==> config.mk <==
export PLATFORM = sky130hd
export DESIGN_NAME = reqrsp_demux
export DESIGN_NICKNAME = d
export VERILOG_FILES = /design/src/rtl/reqrsp_demux.sv
export SDC_FILE = /design/constraint.sdc
export NUM_CORES = 1
export LEC_CHECK = 0
export ABC_AREA = 1
export CAP_MARGIN = 0
export CORE_AREA = 2 2 131 133
export DETAILED_ROUTE_END_ITERATION = 12
export DIE_AREA = 0 0 133 135
export PLACE_DENSITY_LB_ADDON = 0.12
export SLEW_MARGIN = 20
export SYNTH_ARGS = -nofsm -noshare
export SYNTH_HDL_FRONTEND = slang
export SYNTH_SLANG_ARGS = --single-unit
==> constraint.sdc <==
create_clock -name clk_i -period 5.6 [get_ports clk_i]
set_input_delay 0.56 -clock clk_i [delete_from_list [all_inputs] [get_ports clk_i]]
set_output_delay 0.56 -clock clk_i [all_outputs]
set_load 0.1 [all_outputs]
==> src/rtl/reqrsp_demux.sv <==
// ============================================================================
// Module   : reqrsp_demux
// Brief    : 1-to-N reqrsp request router with in-order response return.
//            Optional macro REQRSP_DEMUX_ERR_SLV_EN adds an internal error
//            port that answers out-of-range selects.
// Revision : 1.0 - initial release
// ============================================================================
`default_nettype none

module reqrsp_demux #(
   parameter int unsigned NrPorts   = 4,
   parameter int unsigned AddrWidth = 32,
   parameter int unsigned DataWidth = 32,
   parameter int unsigned RespDepth = 8,
   localparam int unsigned SelWidth = (NrPorts > 1) ? $clog2(NrPorts) : 1
) (
   input  logic                              clk_i,
   input  logic                              rst_ni,
   input  logic [SelWidth-1:0]               slv_select_i,
   input  logic                              slv_q_valid_i,
   output logic                              slv_q_ready_o,
   input  logic [AddrWidth-1:0]              slv_q_addr_i,
   input  logic                              slv_q_write_i,
   input  logic [3:0]                        slv_q_amo_i,
   input  logic [DataWidth-1:0]              slv_q_data_i,
   input  logic [DataWidth/8-1:0]            slv_q_strb_i,
   input  logic [1:0]                        slv_q_size_i,
   output logic                              slv_p_valid_o,
   input  logic                              slv_p_ready_i,
   output logic [DataWidth-1:0]              slv_p_data_o,
   output logic                              slv_p_error_o,
   output logic [NrPorts-1:0]                mst_q_valid_o,
   input  logic [NrPorts-1:0]                mst_q_ready_i,
   output logic [AddrWidth-1:0]              mst_q_addr_o,
   output logic                              mst_q_write_o,
   output logic [3:0]                        mst_q_amo_o,
   output logic [DataWidth-1:0]              mst_q_data_o,
   output logic [DataWidth/8-1:0]            mst_q_strb_o,
   output logic [1:0]                        mst_q_size_o,
   input  logic [NrPorts-1:0]                mst_p_valid_i,
   output logic [NrPorts-1:0]                mst_p_ready_o,
   input  logic [NrPorts-1:0][DataWidth-1:0] mst_p_data_i,
   input  logic [NrPorts-1:0]                mst_p_error_i
);

`ifdef REQRSP_DEMUX_ERR_SLV_EN
   localparam int unsigned FifoW = $clog2(NrPorts + 1);
`else
   localparam int unsigned FifoW = SelWidth;
`endif
   localparam int unsigned PtrW = (RespDepth > 1) ? $clog2(RespDepth) : 1;
   localparam int unsigned CntW = $clog2(RespDepth + 1);

   logic [FifoW-1:0] fifo_q [RespDepth];
   logic [PtrW-1:0]  head_q, head_d, tail_q, tail_d;
   logic [CntW-1:0]  count_q, count_d;
   logic             full, empty, sel_in_range, tgt_ready, push, pop;
   logic [FifoW-1:0] push_entry, head_entry;

   assign full         = (count_q == CntW'(RespDepth));
   assign empty        = (count_q == '0);
   assign sel_in_range = (32'(slv_select_i) < NrPorts);
   assign head_entry   = fifo_q[head_q];

   assign mst_q_addr_o  = slv_q_addr_i;
   assign mst_q_write_o = slv_q_write_i;
   assign mst_q_amo_o   = slv_q_amo_i;
   assign mst_q_data_o  = slv_q_data_i;
   assign mst_q_strb_o  = slv_q_strb_i;
   assign mst_q_size_o  = slv_q_size_i;

   for (genvar s = 0; s < NrPorts; s++) begin : g_q_valid
      assign mst_q_valid_o[s] = slv_q_valid_i && !full && (slv_select_i == SelWidth'(s));
   end

   always_comb begin
      tgt_ready = 1'b0;
      for (int s = 0; s < NrPorts; s++) begin
         if (slv_select_i == SelWidth'(s)) tgt_ready = mst_q_ready_i[s];
      end
   end

`ifdef REQRSP_DEMUX_ERR_SLV_EN
   // Out-of-range selects go to the internal error port, which is always ready.
   assign slv_q_ready_o = !full && (sel_in_range ? tgt_ready : 1'b1);
   assign push_entry    = sel_in_range ? FifoW'(slv_select_i) : FifoW'(NrPorts);
`else
   assign slv_q_ready_o = !full && sel_in_range && tgt_ready;
   assign push_entry    = slv_select_i;
`endif

   assign push = slv_q_valid_i && slv_q_ready_o;

   always_comb begin
      slv_p_valid_o = 1'b0;
      slv_p_data_o  = '0;
      slv_p_error_o = 1'b0;
      mst_p_ready_o = '0;
      if (!empty) begin
         for (int s = 0; s < NrPorts; s++) begin
            if (head_entry == FifoW'(s)) begin
               slv_p_valid_o    = mst_p_valid_i[s];
               slv_p_data_o     = mst_p_data_i[s];
               slv_p_error_o    = mst_p_error_i[s];
               mst_p_ready_o[s] = slv_p_ready_i;
            end
         end
`ifdef REQRSP_DEMUX_ERR_SLV_EN
         if (head_entry == FifoW'(NrPorts)) begin
            slv_p_valid_o = 1'b1;
            slv_p_error_o = 1'b1;
         end
`endif
      end
   end

   assign pop = slv_p_valid_o && slv_p_ready_i;

   function automatic logic [PtrW-1:0] ptr_inc(input logic [PtrW-1:0] p);
      return (p == PtrW'(RespDepth - 1)) ? '0 : p + 1'b1;
   endfunction

   always_comb begin
      head_d  = head_q;
      tail_d  = tail_q;
      count_d = count_q;
      if (push) tail_d = ptr_inc(tail_q);
      if (pop)  head_d = ptr_inc(head_q);
      case ({push, pop})
         2'b10:   count_d = count_q + 1'b1;
         2'b01:   count_d = count_q - 1'b1;
         default: count_d = count_q;
      endcase
   end

   always_ff @(posedge clk_i or negedge rst_ni) begin
      if (!rst_ni) begin
         head_q  <= '0;
         tail_q  <= '0;
         count_q <= '0;
         for (int i = 0; i < RespDepth; i++) fifo_q[i] <= '0;
      end else begin
         head_q  <= head_d;
         tail_q  <= tail_d;
         count_q <= count_d;
         if (push) fifo_q[tail_q] <= push_entry;
      end
   end

   // A stalled request must keep its target and payload until accepted or withdrawn.
   a_req_stable : assert property (@(posedge clk_i) disable iff (!rst_ni)
      (slv_q_valid_i && !slv_q_ready_o) |=> (!slv_q_valid_i ||
         ($stable(slv_select_i) && $stable(slv_q_addr_i) && $stable(slv_q_write_i) &&
          $stable(slv_q_amo_i) && $stable(slv_q_data_i) && $stable(slv_q_strb_i) &&
          $stable(slv_q_size_i))));

`ifndef REQRSP_DEMUX_ERR_SLV_EN
   a_sel_range : assert property (@(posedge clk_i) disable iff (!rst_ni)
      slv_q_valid_i |-> sel_in_range);
`endif

endmodule

`default_nettype wire

-- Word-level counts from Yosys, hierarchy flattened
Cells that the tools add are included.
- bits in registers: 26
- bits of input ports: 221
- output and inout port bits: 118
- eq/ne operators: 11
- order comparisons: 3
- reduce and logical (&&, ||, !) cells: 14
- $add $sub $neg: 4
- bitwise logic cells: 2
- muxes and demuxes: 33
- operators by type and width (operator ; number):
    $mux 32 ; 5
    $mux 1 ; 18
    $bwmux 16 ; 1
    $eq 2x2->1 const B ; 5
    $logic_and 1x1->1 ; 9
    $ge 4x4->1 const B ; 2
    $not 3->4 ; 2
    $pmux 4 s2 ; 1
    $add 3x1->3 const B ; 2
    $bmux 2 s3 ; 1
    $demux 2 s3 ; 1
    $eq 2x1->1 const B ; 3
    $eq 3x3->1 const B ; 2
    $mux 2 ; 3
    $mux 3 ; 2
    $add 4x1->4 const B ; 1
    $eq 4x4->1 const B ; 1
    $logic_not 2->1 ; 2
    $logic_not 4->1 ; 1
    $lt 4x1->1 const B ; 1
    $mux 4 ; 1
    $sub 4x1->4 const B ; 1
    $reduce_bool 2->1 ; 1
    $logic_not 1->1 ; 1

-- Depth between registers and ports, before layout
- depth in word-level cells: 13
- mapped depth: 20
- depth with buffers taken out: 20

-- Worst setup path after synthesis
No wires, ideal clock.
- kind: register to output
- from: register head_q[0]
- to: output port slv_p_data_o[1]
- cell stages (with the launch flop): 11
- data arrival time: 3232 ps
- buffers on the path: 1
- required time: 5040 ps
- path slack: 1808 ps
- cells stage by stage: dfrtp_1 -> inv_1 -> nand2_1 -> nand3_1 -> nand2_1 -> nand2_1 -> nand2_4 -> nand2_2 -> buf_6 -> o21ai_0 -> nor3_1
- longest elaborated chain between the ends: 10
- elaborated cells on any way between the ends: 13
- RTL lines (item ; RTL line ; source):
    start, declared ; 55 ; logic [PtrW-1:0] head_q, head_d, tail_q, tail_d;
    start signal, assigned ; 138 ; head_q <= '0;
    start signal, assigned ; 143 ; head_q <= head_d;
    $not 3->4 (not written as such) * ; 63 ; assign head_entry = fifo_q[head_q];
    $bmux 2 s3 * ; 63 ;
    $mux 2 (not written as such) * (2 in series) ; 63 ;
    $logic_not 2->1 ; 101 ; if (head_entry == FifoW'(s)) begin
    $mux 32 (3 in series) ; 101 ;
    $mux 32 * ; 101 ;
    $mux 32 * ; 99 ; if (!empty) begin
    end, declared ; 30 ; output logic [DataWidth-1:0] slv_p_data_o,
Every way passes the cells marked *; elsewhere a longest branch is shown, timed or not. The select of a mux whose other input is x is not followed.

-- Final worst setup path
- from: register head_q[0]
- to: output port slv_p_data_o[9]
Same word-level chain as after synthesis.

==> flow_summary.toml <==
[setup_path]
arrival_ps = 3650
startpoint_type = "flop"
r2r_cells = 15
worstPathMaxFanout = 28
crit_type = "flop to output pin"
r2r-end = "count_q[3]"
end_kind = "output pin"
worst-endpoint-required_ps = 5040
reg2reg_slack_ps = 2090
crit-reg2reg-launch = "count_q[1]"

[cells_and_area]
antenna_cells = 0
drive_gt1_share_pct = 6.06
nNetsFinal = 841
fin_cells = 831
fin_util_pct = 29.8
areaGrowthSynthToFinish_pct = 45.3
final_common_cell = "clkdlybuf4s50_1"
layout_common_cells = "188 x clkdlybuf4s50_1, 112 x nand2_1, 58 x nand3_1"

[yosys]
avgSynthCellArea_um2 = 6.49
synth_edf_count = 0
yosysWarnings = 0
synthDistinctLibCells = 35
ys_async_sr_fraction_pct = 100
synthCells = 518
ys_ff_latch = 26
synth_area_mm2 = 0.00336
syn_nets = 747
ys_seq_area_share_pct = 19.4
synth_flop_cell = "dfrtp_1"

[global_routing]
grt_pass1_wl_um = 23200
grt_pass1_vias = 3792
grt_max_degree = 49
grt_usage_pct = 16.5
antenna_found_initial = 0
grt-ovfl-total = 0

[clocking]
cts.sinks = 26
cts_setup_buffers = 0
cts.clk_slew.worst_paths_ps = 70
clk_path_buf_depth = 2
cts_buffers = 3
cts_root_buf = "clkbuf_16"
holdBufCountCts = 0
clock_latency_ps = 260
cts_resized = 0
cts_tree = "yes"
cts-htree-levels = 1

[detailed_routing]
antenna_left = 0
viasPerCell = 4.53
via_count = 3767
dr.first_iter.drc_count = 212
first_pass_iters = 5
drt_wl_total_um = 15500
drc = 0
wl_per_cell_um = 18.7

[hold_path]
hp-start = "fifo_q[13]"
hold_path_end = "fifo_q[13]"
hold_path_class = "flop to flop"
min_path_cells = 2

[sta]
worst_slew_pin_slew_ps = 1030
tns_ps = 0
max_freq_mhz = 237
fin_ws_ps = 1390
finalClockSkew_ps = 2.30
setup-violations-final = 0
layout_min_cycle_time_ps = 4210
period_share_pct = 75.2
slew_headroom_pct = 31.0
timing.final.hold_violations = 0
rsz0062_at_grt = "no"
maxSlewViolCount = 0

[outcome]
outcome = "finished clean"

[flow_run]
max_cap_violations = 0

[placed_design]
numPortBuffers = 188
dpl_worst_slack_ps = 1620
gp_congestion = 0.944
place_hpwl_um = 12500
dp.cells = 827

[floorplan]
coreArea_mm2 = 0.0164
die_y_um = 135
die_area_mm2 = 0.0180
rows = 47
initial_core_util_pct = 20.5
chipWidth_um = 133
ios = 339
cell type report:
| type | instances | area, µm² |
|---|---|---|
| inverters | 39 | 146 |
| well taps | 220 | 275 |
| repair buffers | 190 | 1900 |
| fillers | 1786 | 11500 |
| clock buffers | 4 | 88.8 |
| flip-flops and latches | 26 | 651 |
| multi-input cells | 352 | 1820 |
synth_stat cells (2+ instances only):
| master | n | area (µm²) |
|---|---|---|
| nor2_2 | 2 | 12.5 |
| buf_4 | 78 | 586 |
| buf_2 | 11 | 55.1 |
| nand2_2 | 3 | 18.8 |
| a21oi_1 | 12 | 60.1 |
| o21ai_0 | 31 | 155 |
| nor2_1 | 19 | 71.3 |
| a31oi_1 | 21 | 131 |
| or2_1 | 9 | 56.3 |
| o211ai_1 | 2 | 15.0 |
| ha_1 | 7 | 87.6 |
| clkbuf_1 | 5 | 18.8 |
| o21ai_1 | 25 | 125 |
| inv_2 | 3 | 11.3 |
| nand2_1 | 112 | 420 |
| or2_2 | 11 | 68.8 |
| nand3_1 | 58 | 290 |
| xor2_1 | 2 | 17.5 |
| or2_0 | 6 | 37.5 |
| nand4_1 | 3 | 18.8 |
| dfrtp_1 | 26 | 651 |
| nand2_4 | 5 | 56.3 |
| inv_1 | 36 | 135 |
| nand3_2 | 4 | 40.0 |
| nor3_1 | 10 | 50.1 |
| buf_6 | 7 | 78.8 |
| nor4_1 | 2 | 12.5 |
registers in the layout, summed over array words and instances, names as in the netlist:
signal / flops
fifo_q: 16
tail_q: 3
count_q: 4
head_q: 3
kinds of logic after synthesis:
logic type | count (synthesis) | share of synthesized area (%)
AO/OA/AOI/OAI | 94 | 15.2
XOR/XNOR | 3 | 0.782
adder cells (fa/ha/maj) | 8 | 3.20
buffers and inverters | 140 | 26.3
flip-flops | 26 | 19.4
AND/OR/NAND/NOR | 247 | 35.2
metal layers:
metal | global-route usage [%] | vias up | part of all wire [%]
met3 | 10.7 | 12 | 16
met2 | 23.5 | 242 | 41
met4 | 2.57 | 2 | 0.85
met1 | 20.9 | 1693 | 42
met5 | 2.22 | - | 0.32
li1 | - | 1818 | -
stage by stage:
stage	hold WS (ps)	area [µm²]
after floorplan	264	3360
after global placement	457	4790
after detailed placement	465	4790
after CTS	481	4880
after global routing	504	4880
final	475	4880
critical path: stages (launching register included):
cell and delay [ps]:
dfrtp_1 490, inv_1 220, nand2_1 90, nand3_2 70
nand3_1 120, nand2_4 300, nand2_4 180, inv_2 350
nand2_1 100, a31oi_1 240, clkdlybuf4s50_1 1200
worst max path at each step:
stage	start	endpoint	slack, ps	depth (start not counted)
floorplan	head_q[0]	slv_p_data_o[1]	1810	10
global placement	head_q[0]	slv_p_data_o[13]	1650	10
detailed placement	head_q[0]	slv_p_data_o[11]	1620	10
CTS	head_q[0]	slv_p_data_o[11]	1310	10
global route	head_q[0]	slv_p_data_o[12]	1010	10
finish	head_q[0]	slv_p_data_o[9]	1390	10
Power is not shown: default switching activity piles up to over one toggle a cycle in this logic, so the estimate is an artifact.
